`src/rtl/scroll_buf_pkg.sv`:
```
// Shared types for the scroll buffer: command op encoding and control FSM states.
package scroll_buf_pkg;

  typedef enum logic [1:0] {
    OpShift  = 2'd0,
    OpRotate = 2'd1,
    OpLoad   = 2'd2,
    OpClear  = 2'd3
  } op_e;

  typedef enum logic {
    StIdle = 1'b0,
    StRun  = 1'b1
  } state_e;

endpackage

```
`src/rtl/scroll_row.sv`:
```
// One display row: a COLS-bit shift/rotate register with load, clear and an ejected-bit flop.
module scroll_row #(
  parameter int unsigned COLS = 8
) (
  input  logic            clk,
  input  logic            rst_n,
  input  logic            step,
  input  logic            load,
  input  logic            clear,
  input  logic            dir,
  input  logic            rotate,
  input  logic            fill,
  input  logic [COLS-1:0] load_val,
  output logic [COLS-1:0] row,
  output logic            ex
);

  logic [COLS-1:0] row_q, row_d;
  logic            ex_q, ex_d;
  logic            out_bit;
  logic            in_bit;

  // dir=0 ejects the MSB, dir=1 ejects the LSB; rotate feeds the ejected bit back in.
  assign out_bit = dir ? row_q[0] : row_q[COLS-1];
  assign in_bit  = rotate ? out_bit : fill;

  always_comb begin
    row_d = row_q;
    ex_d  = ex_q;
    if (clear) begin
      row_d = '0;
      ex_d  = 1'b0;
    end else if (load) begin
      row_d = load_val;
    end else if (step) begin
      ex_d = out_bit;
      if (!dir) begin
        row_d = (row_q << 1) | COLS'(in_bit);
      end else begin
        row_d = (row_q >> 1) | (COLS'(in_bit) << (COLS - 1));
      end
    end
  end

  always_ff @(posedge clk) begin
    if (!rst_n) begin
      row_q <= '0;
      ex_q  <= 1'b0;
    end else begin
      row_q <= row_d;
      ex_q  <= ex_d;
    end
  end

  assign row = row_q;
  assign ex  = ex_q;

endmodule

```
`src/rtl/scroll_buf.sv`:
```
// Scrolling pixel buffer: IDLE/RUN command FSM with step counter driving ROWS scroll_row registers.
// Define SCROLL_BUF_PACE_EN to pace RUN steps with the tick strobe; otherwise tick is ignored.
module scroll_buf
  import scroll_buf_pkg::*;
#(
  parameter int unsigned ROWS  = 8,
  parameter int unsigned COLS  = 8,
  parameter int unsigned CNT_W = 6
) (
  input  logic                 clk,
  input  logic                 rst_n,
  input  logic                 cmd_valid,
  output logic                 cmd_ready,
  input  logic [1:0]           cmd_op,
  input  logic                 dir,
  input  logic [CNT_W-1:0]     count,
  input  logic [ROWS-1:0]      d,
  input  logic [ROWS*COLS-1:0] load_data,
  input  logic                 tick,
  output logic [ROWS-1:0]      ex,
  output logic                 busy,
  output logic                 done,
  output logic [ROWS*COLS-1:0] out
);

  state_e             state_q, state_d;
  logic [CNT_W-1:0]   rem_q, rem_d;
  logic               rot_q, rot_d;
  logic               dir_q, dir_d;
  logic               done_q, done_d;
  logic               accept;
  logic               step_en;
  logic               step;
  logic               load;
  logic               clear;
  logic [ROWS*COLS-1:0] pix;

`ifdef SCROLL_BUF_PACE_EN
  assign step_en = (state_q == StRun) && tick;
`else
  logic unused_tick;
  assign unused_tick = tick;
  assign step_en     = (state_q == StRun);
`endif

  assign accept = cmd_valid && (state_q == StIdle);

  always_comb begin
    state_d = state_q;
    rem_d   = rem_q;
    rot_d   = rot_q;
    dir_d   = dir_q;
    done_d  = 1'b0;
    step    = 1'b0;
    load    = 1'b0;
    clear   = 1'b0;
    unique case (state_q)
      StIdle: begin
        if (accept) begin
          unique case (op_e'(cmd_op))
            OpLoad: begin
              load   = 1'b1;
              done_d = 1'b1;
            end
            OpClear: begin
              clear  = 1'b1;
              done_d = 1'b1;
            end
            OpShift, OpRotate: begin
              if (count == '0) begin
                done_d = 1'b1;
              end else begin
                rem_d   = count;
                rot_d   = (op_e'(cmd_op) == OpRotate);
                dir_d   = dir;
                state_d = StRun;
              end
            end
          endcase
        end
      end
      StRun: begin
        if (step_en) begin
          step  = 1'b1;
          rem_d = rem_q - CNT_W'(1);
          if (rem_q == CNT_W'(1)) begin
            state_d = StIdle;
            done_d  = 1'b1;
          end
        end
      end
    endcase
  end

  always_ff @(posedge clk) begin
    if (!rst_n) begin
      state_q <= StIdle;
      rem_q   <= '0;
      rot_q   <= 1'b0;
      dir_q   <= 1'b0;
      done_q  <= 1'b0;
    end else begin
      state_q <= state_d;
      rem_q   <= rem_d;
      rot_q   <= rot_d;
      dir_q   <= dir_d;
      done_q  <= done_d;
    end
  end

  for (genvar r = 0; r < ROWS; r++) begin : g_row
    scroll_row #(
      .COLS(COLS)
    ) u_row (
      .clk      (clk),
      .rst_n    (rst_n),
      .step     (step),
      .load     (load),
      .clear    (clear),
      .dir      (dir_q),
      .rotate   (rot_q),
      .fill     (d[r]),
      .load_val (load_data[r*COLS +: COLS]),
      .row      (pix[r*COLS +: COLS]),
      .ex       (ex[r])
    );
  end

  // Outputs are forced to their idle values while reset is held, even before the first edge.
  assign cmd_ready = (state_q == StIdle) || !rst_n;
  assign busy      = (state_q == StRun) && rst_n;
  assign done      = done_q && rst_n;
  assign out       = rst_n ? pix : '0;

endmodule

```
`config.mk`:
```
export PLATFORM = sky130hd
export DESIGN_NAME = scroll_buf
export DESIGN_NICKNAME = d
export VERILOG_FILES = /design/src/rtl/scroll_buf_pkg.sv /design/src/rtl/scroll_row.sv /design/src/rtl/scroll_buf.sv
export SDC_FILE = /design/constraint.sdc
export NUM_CORES = 1
export LEC_CHECK = 0
export BUFFER_PORTS_ARGS = -buffer_cell sky130_fd_sc_hd__buf_2
export CAP_MARGIN = 10
export CORE_UTILIZATION = 35
export DETAILED_ROUTE_END_ITERATION = 6
export MAX_ROUTING_LAYER = met4
export PLACE_DENSITY_LB_ADDON = 0.1
export SLEW_MARGIN = 20
export SYNTH_ARGS = -nofsm -noshare
export SYNTH_HDL_FRONTEND = slang
export SYNTH_HIERARCHICAL = 1
export SYNTH_SLANG_ARGS = --single-unit
```
`constraint.sdc`:
```
create_clock -name clk -period 4.9 [get_ports clk]
set_clock_uncertainty 0.1 [all_clocks]
set_input_delay 0.49 -clock clk [delete_from_list [all_inputs] [get_ports clk]]
set_output_delay 0.49 -clock clk [all_outputs]
set_load 0.1 [all_outputs]
```
=== After elaboration in Yosys (flattened, before gate mapping) ===
Cells that the tools add are included.

* Register bits after elaboration: 82
* Bits in latches: 0
* Bits in writable memories: 0
* Memory bits (read-only): 0
* Input port bits: 85
* Output and inout port bits: 75
* Logic and storage cells: 125
* Memories kept: 0

* Add/sub/neg operators: 1
* Multiply operators: 0
* Div/mod/pow operators: 0
* $lt $le $gt $ge: 0
* Equality and inequality tests: 7
* Shifts and indexed selects: 0
* Multiplexer cells: 62
* Bitwise logic cells: 20
* Reductions and logical operators: 14

{| class="wikitable"
|+ Operators with widths
! kind !! count
|-
| $mux W8 || 24
|-
| $mux W64 || 1
|-
| $or A7 B8 Y8 || 8
|-
| $or A8 B1 Y8 || 8
|-
| $mux W1 || 30
|-
| $mux W6 || 3
|-
| $pmux W6 S2 || 1
|-
| $eq A6 B1 Y1 const B || 1
|-
| $logic_not A6 Y1 || 1
|-
| $pmux W1 S2 || 3
|-
| $reduce_or A2 Y1 || 3
|-
| $sub A6 B1 Y6 const B || 1
|-
| $eq A2 B2 Y1 const B || 2
|-
| $ne A2 B2 Y1 const B || 2
|-
| $not A1 Y1 || 4
|-
| $reduce_and A4 Y1 || 1
|-
| $logic_and A1 B1 Y1 || 3
|-
| $reduce_and A3 Y1 || 1
|-
| $eq A2 B1 Y1 const B || 1
|-
| $logic_not A2 Y1 || 1
|-
| $ne A2 B1 Y1 const B || 1
|-
| $reduce_and A2 Y1 || 1
|-
| $reduce_bool A2 Y1 || 1
|-
| $logic_not A1 Y1 || 1
|-
| $logic_or A1 B1 Y1 || 1
|}

=== Logic depth before layout (Yosys ltp) ===
* Word-level depth: 6
* Mapped depth: 8
* Mapped depth without buffers: 6

=== Hierarchy ===
Netlist, hierarchy kept.

{| class="wikitable"
|+ Modules (own cells, without submodules)
! module !! instances !! cells an instance !! area each (um2) !! seq. area each (um2)
|-
| scroll_row || 8 || 61 || 515.5 || 180.2
|-
| scroll_buf || 1 || 141 || 1011.0 || 200.2
|}

=== Worst setup path before layout ===
No wires, ideal clock.

* Kind: register to output
* Start point: reg state_q
* End point: out busy
* Data arrival time: 2.836 ns
* Required time: 4.310 ns
* Slack: 1.474 ns
* Stages on the path, launching flop included: 4
* Path buffers: 1
* Path through: dfxtp_1 -> clkbuf_1 -> nand2_1 -> inv_1

* Word-level cells in the longest chain between the ends: 1

{| class="wikitable"
|+ RTL lines
! item !! line !! source
|-
| from (decl) || scroll_buf.sv:26 || <nowiki>state_e state_q, state_d;</nowiki>
|-
| from (signal assigned) || scroll_buf.sv:97 || <nowiki>state_q <= StIdle;</nowiki>
|-
| from (signal assigned) || scroll_buf.sv:103 || <nowiki>state_q <= state_d;</nowiki>
|-
| $logic_and A1 B1 Y1 || scroll_buf.sv:131 || <nowiki>assign busy = (state_q == StRun) && rst_n;</nowiki>
|-
| to (decl) || scroll_buf.sv:21 || <nowiki>output logic busy,</nowiki>
|}

Every way passes these cells.

=== Worst setup path after layout ===
* Start point: in rst_n
* End point: out out[8]

* Word-level cells in the longest chain between the ends: 1

{| class="wikitable"
|+ RTL lines
! item !! line !! source
|-
| from (decl) || scroll_buf.sv:11 || <nowiki>input logic rst_n,</nowiki>
|-
| $mux W64 || scroll_buf.sv:133 || <nowiki>assign out = rst_n ? pix : '0;</nowiki>
|-
| to (decl) || scroll_buf.sv:23 || <nowiki>output logic [ROWS*COLS-1:0] out</nowiki>
|}

Every way passes these cells.

==> impl_metrics.ini <==
[sta]
hold_viol = 0
slew_headroom_pct = 34.48
fin_hold_ws_ns = 0.2951
setup_viol = 0
layout_min_cycle_time_ns = 2.674
rsz0062_at_grt = false
worst_pin_slew_ns = 0.9815
finalMaxSlewViolations = 0
fin_tns_setup_ns = 0
fmax_mhz = 374.0
post-route-period-util_pct = 54.57

[critical_path]
worst-path-buf-inv = 3
critPathKind = primary input to output pin
rr_endpoint = g_row[1].u_row/row[0]$_SDFFE_PP0P_
cp.arrival_ns = 2.08
r2r_setup_slack_ns = 2.57
rr_worst_depth = 7
cp_cell_sequence = buf_2 > buf_4 > and2_1 > buf_2
crit_start = rst_n
worst-endpoint-required_ns = 4.31
critPathSlowestCell = buf_2
cpLargestDelayFamily = buffers and inverters
critical_path_depth = 4
end_kind = output pin
cp_slowest_stage_delay_ns = 0.67
timing.rr.start = state_q$_SDFF_PN0_
cpMostUsedCell = buf_2
critPathLaunchType = primary input
critPathMaxFanout = 60

[power]
power.internal_mw = 1.235
combPwrFrac_pct = 27.4
p_sw_share_pct = 35.92
clkPwrFrac_pct = 31.5
power.leakage_nw = 2.512
powerDensity_nw_per_um2 = 311.8
ir_worst_vdd_uv = 180.4
power.total_mw = 1.928
switchingPower_mw = 0.6924
seqPwrFrac_pct = 41.1

[clocking]
cts.sinks = 82
cts_root_buffer = clkbuf_16
hold_buffers = 0
cts.reportedPaths.clkPinSlew_ns = 0.06
cts_made_buffers = 9
postCtsSetupBuffers = 0
cts_tree = done
cts_resized = 0
clockBufferDepth = 2
clk_latency_ns = 0.34
cts-htree-levels = 3

[min_path]
min_to = g_row[6].u_row/row[4]$_SDFFE_PP0P_
holdCritPathClass = primary input to flop
hold_path_depth = 3
hold_start = load_data[52]

[grt]
antenna_found_initial = 1
grt_overflow = 0
grtUsageTotal_pct = 18.83
grt_start_max_net_pins = 96
grt_first_pass_wirelength_mm = 21.60
grt_pass1_vias = 4330

[layout]
utilization_pct = 43.86
fin_cells = 936
nets = 841
drive_gt1_share_pct = 25.30
area_growth_pct = 20.39

[placement]
gp_congestion = 0.7799
dp.cells = 923
dpl.hpwl_mm = 9.209
numPortBuffers = 158

[logic_synthesis]
synth_edf_count = 0
synthSimpleGateAreaFrac_pct = 26.78
synth_flop_cell = dfxtp_1
synth_top_family_by_area = simple AND/OR/NAND/NOR gates
synth_warnings = 6
synth_fa_ha_area_share_pct = 0.4873
synth_area_leaders = dfxtp_1, mux2i_1, and2_1
synth_area_um2 = 5135
ys_async_sr_fraction_pct = 0
ys_ff_latch = 82
synth-xor-area-share_pct = 0
synth_seq_area_share_pct = 31.97
synth_mux_area_share_pct = 10.92
synthCells = 629
synth_compound_area_share_pct = 23.95
yosysTopAreaCell = dfxtp_1
yosysUniqueCellTypes = 38
yosysTopAreaCellShare_pct = 31.97
synth_area_per_cell_um2 = 8.164
synth_nets = 716

[route]
drc = 0
vias = 4913
postRouteAntennaNets = 0
drtIter0Drc = 308
routed_wl_mm = 13.93
dr.pass1.iters = 5
wl_per_cell_um = 14.89
vias_per_cell = 5.249

[floorplan]
die_area_um2 = 15160
core_area_um2 = 14100
die_w_um = 123.1
rows = 43
start_util_pct = 36.43
die_h_um = 123.1
ios = 160

[job]
maxCapViolCount = 0

[outcome]
status = completed
## sequential cells by signal (all words and copies together), names as in the netlist
signal           flops
dir_q                1
done_q               1
g_row.u_row/ex       8
g_row.u_row/row     64
rem_q                6
rot_q                1
state_q              1
## cells in the mapped netlist, drive strengths merged, types with 3 or more instances
cell and instances:
a211o 48, a211oi 8, a21bo 9, a21oi 85, a31oi 3, and2 73, buf 32, clkbuf 17
dfxtp 82, inv 5, mux2i 56, nand2 58, nand2b 11, nand3 6, nor2 59, nor2b 17
nor3b 18, o221ai 8, o311ai 9, or2b 8
## cells in the final DEF (no fill, tap or decap), drive strengths merged, types with 3 or more instances in the layout
cell type	netlist	routed
mux2i	56	56
nand2	58	58
o221ai	8	8
a21bo	9	9
a211oi	8	8
o311ai	9	9
or2b	8	8
nor2b	17	17
a211o	48	48
buf	32	163
clkbuf	17	11
dfxtp	82	82
nand2b	11	11
nor2	59	59
nand3	6	6
a21oi	85	85
and2	73	73
a31oi	3	3
nor3b	18	18
inv	5	5
## area by class of cell
class | count | area, µm²
clock inverter | 1 | 5.005
tap | 180 | 225.2
fill | 1465 | 7914
antenna | 1 | 2.502
timing repair buffer | 163 | 840.8
inverter | 5 | 18.77
multi-input combinational | 493 | 3198
sequential | 82 | 1649
clock buffer | 11 | 242.7
## metal layers
| layer | global-route usage [%] | routed length [µm] |
|---|---|---|
| met1 | 23.84 | 6486 |
| met2 | 29.61 | 6556 |
| met3 | 5.028 | 780 |
| met4 | 4.819 | 110 |
| met5 | - | 0 |
## worst max path at each step
| stage | slack [ns] | endpoint |
|---|---|---|
| 2_1_floorplan | 1.47 | busy |
| 3_3_place_gp | 2.22 | done |
| 3_5_place_dp | 2.17 | out[10] |
| 4_1_cts | 2.18 | out[10] |
| 5_1_grt | 2.03 | out[11] |
| 6_report | 2.23 | out[8] |
## worst min-delay path, delay by kind of cell
| family | cells | cell delay (ns) |
|---|---|---|
| buffers and inverters | 1 | 0.09 |
| and+or+nand+nor | 1 | 0.05 |
| AOI/OAI and AO/OA | 1 | 0.05 |
## power by group through the flow
| stage | clock network, mW | registers, mW | logic [mW] |
|---|---|---|---|
| 2_1_floorplan | 0 | 0.807 | 0.416 |
| 3_3_place_gp | 0 | 0.806 | 0.524 |
| 3_5_place_dp | 0 | 0.807 | 0.530 |
| 4_1_cts | 0.636 | 0.792 | 0.531 |
| 5_1_grt | 0.658 | 0.803 | 0.570 |
| 6_report | 0.607 | 0.792 | 0.529 |
## stage by stage
step / area (µm²) / setup WS (ns)
finish: 6182 / 2.226
global route: 6182 / 2.032
CTS: 6180 / 2.185
detailed placement: 5932 / 2.172
global placement: 5932 / 2.215
floorplan: 5135 / 1.474
## cell families after synthesis
family,count (synthesis)
DFF,82
muxes,56
AOI/OAI and AO/OA,177
adders and majority gates,2
buffers and inverters,54
and+or+nand+nor,258
No activity file was read; power rests on OpenSTA's default activity.
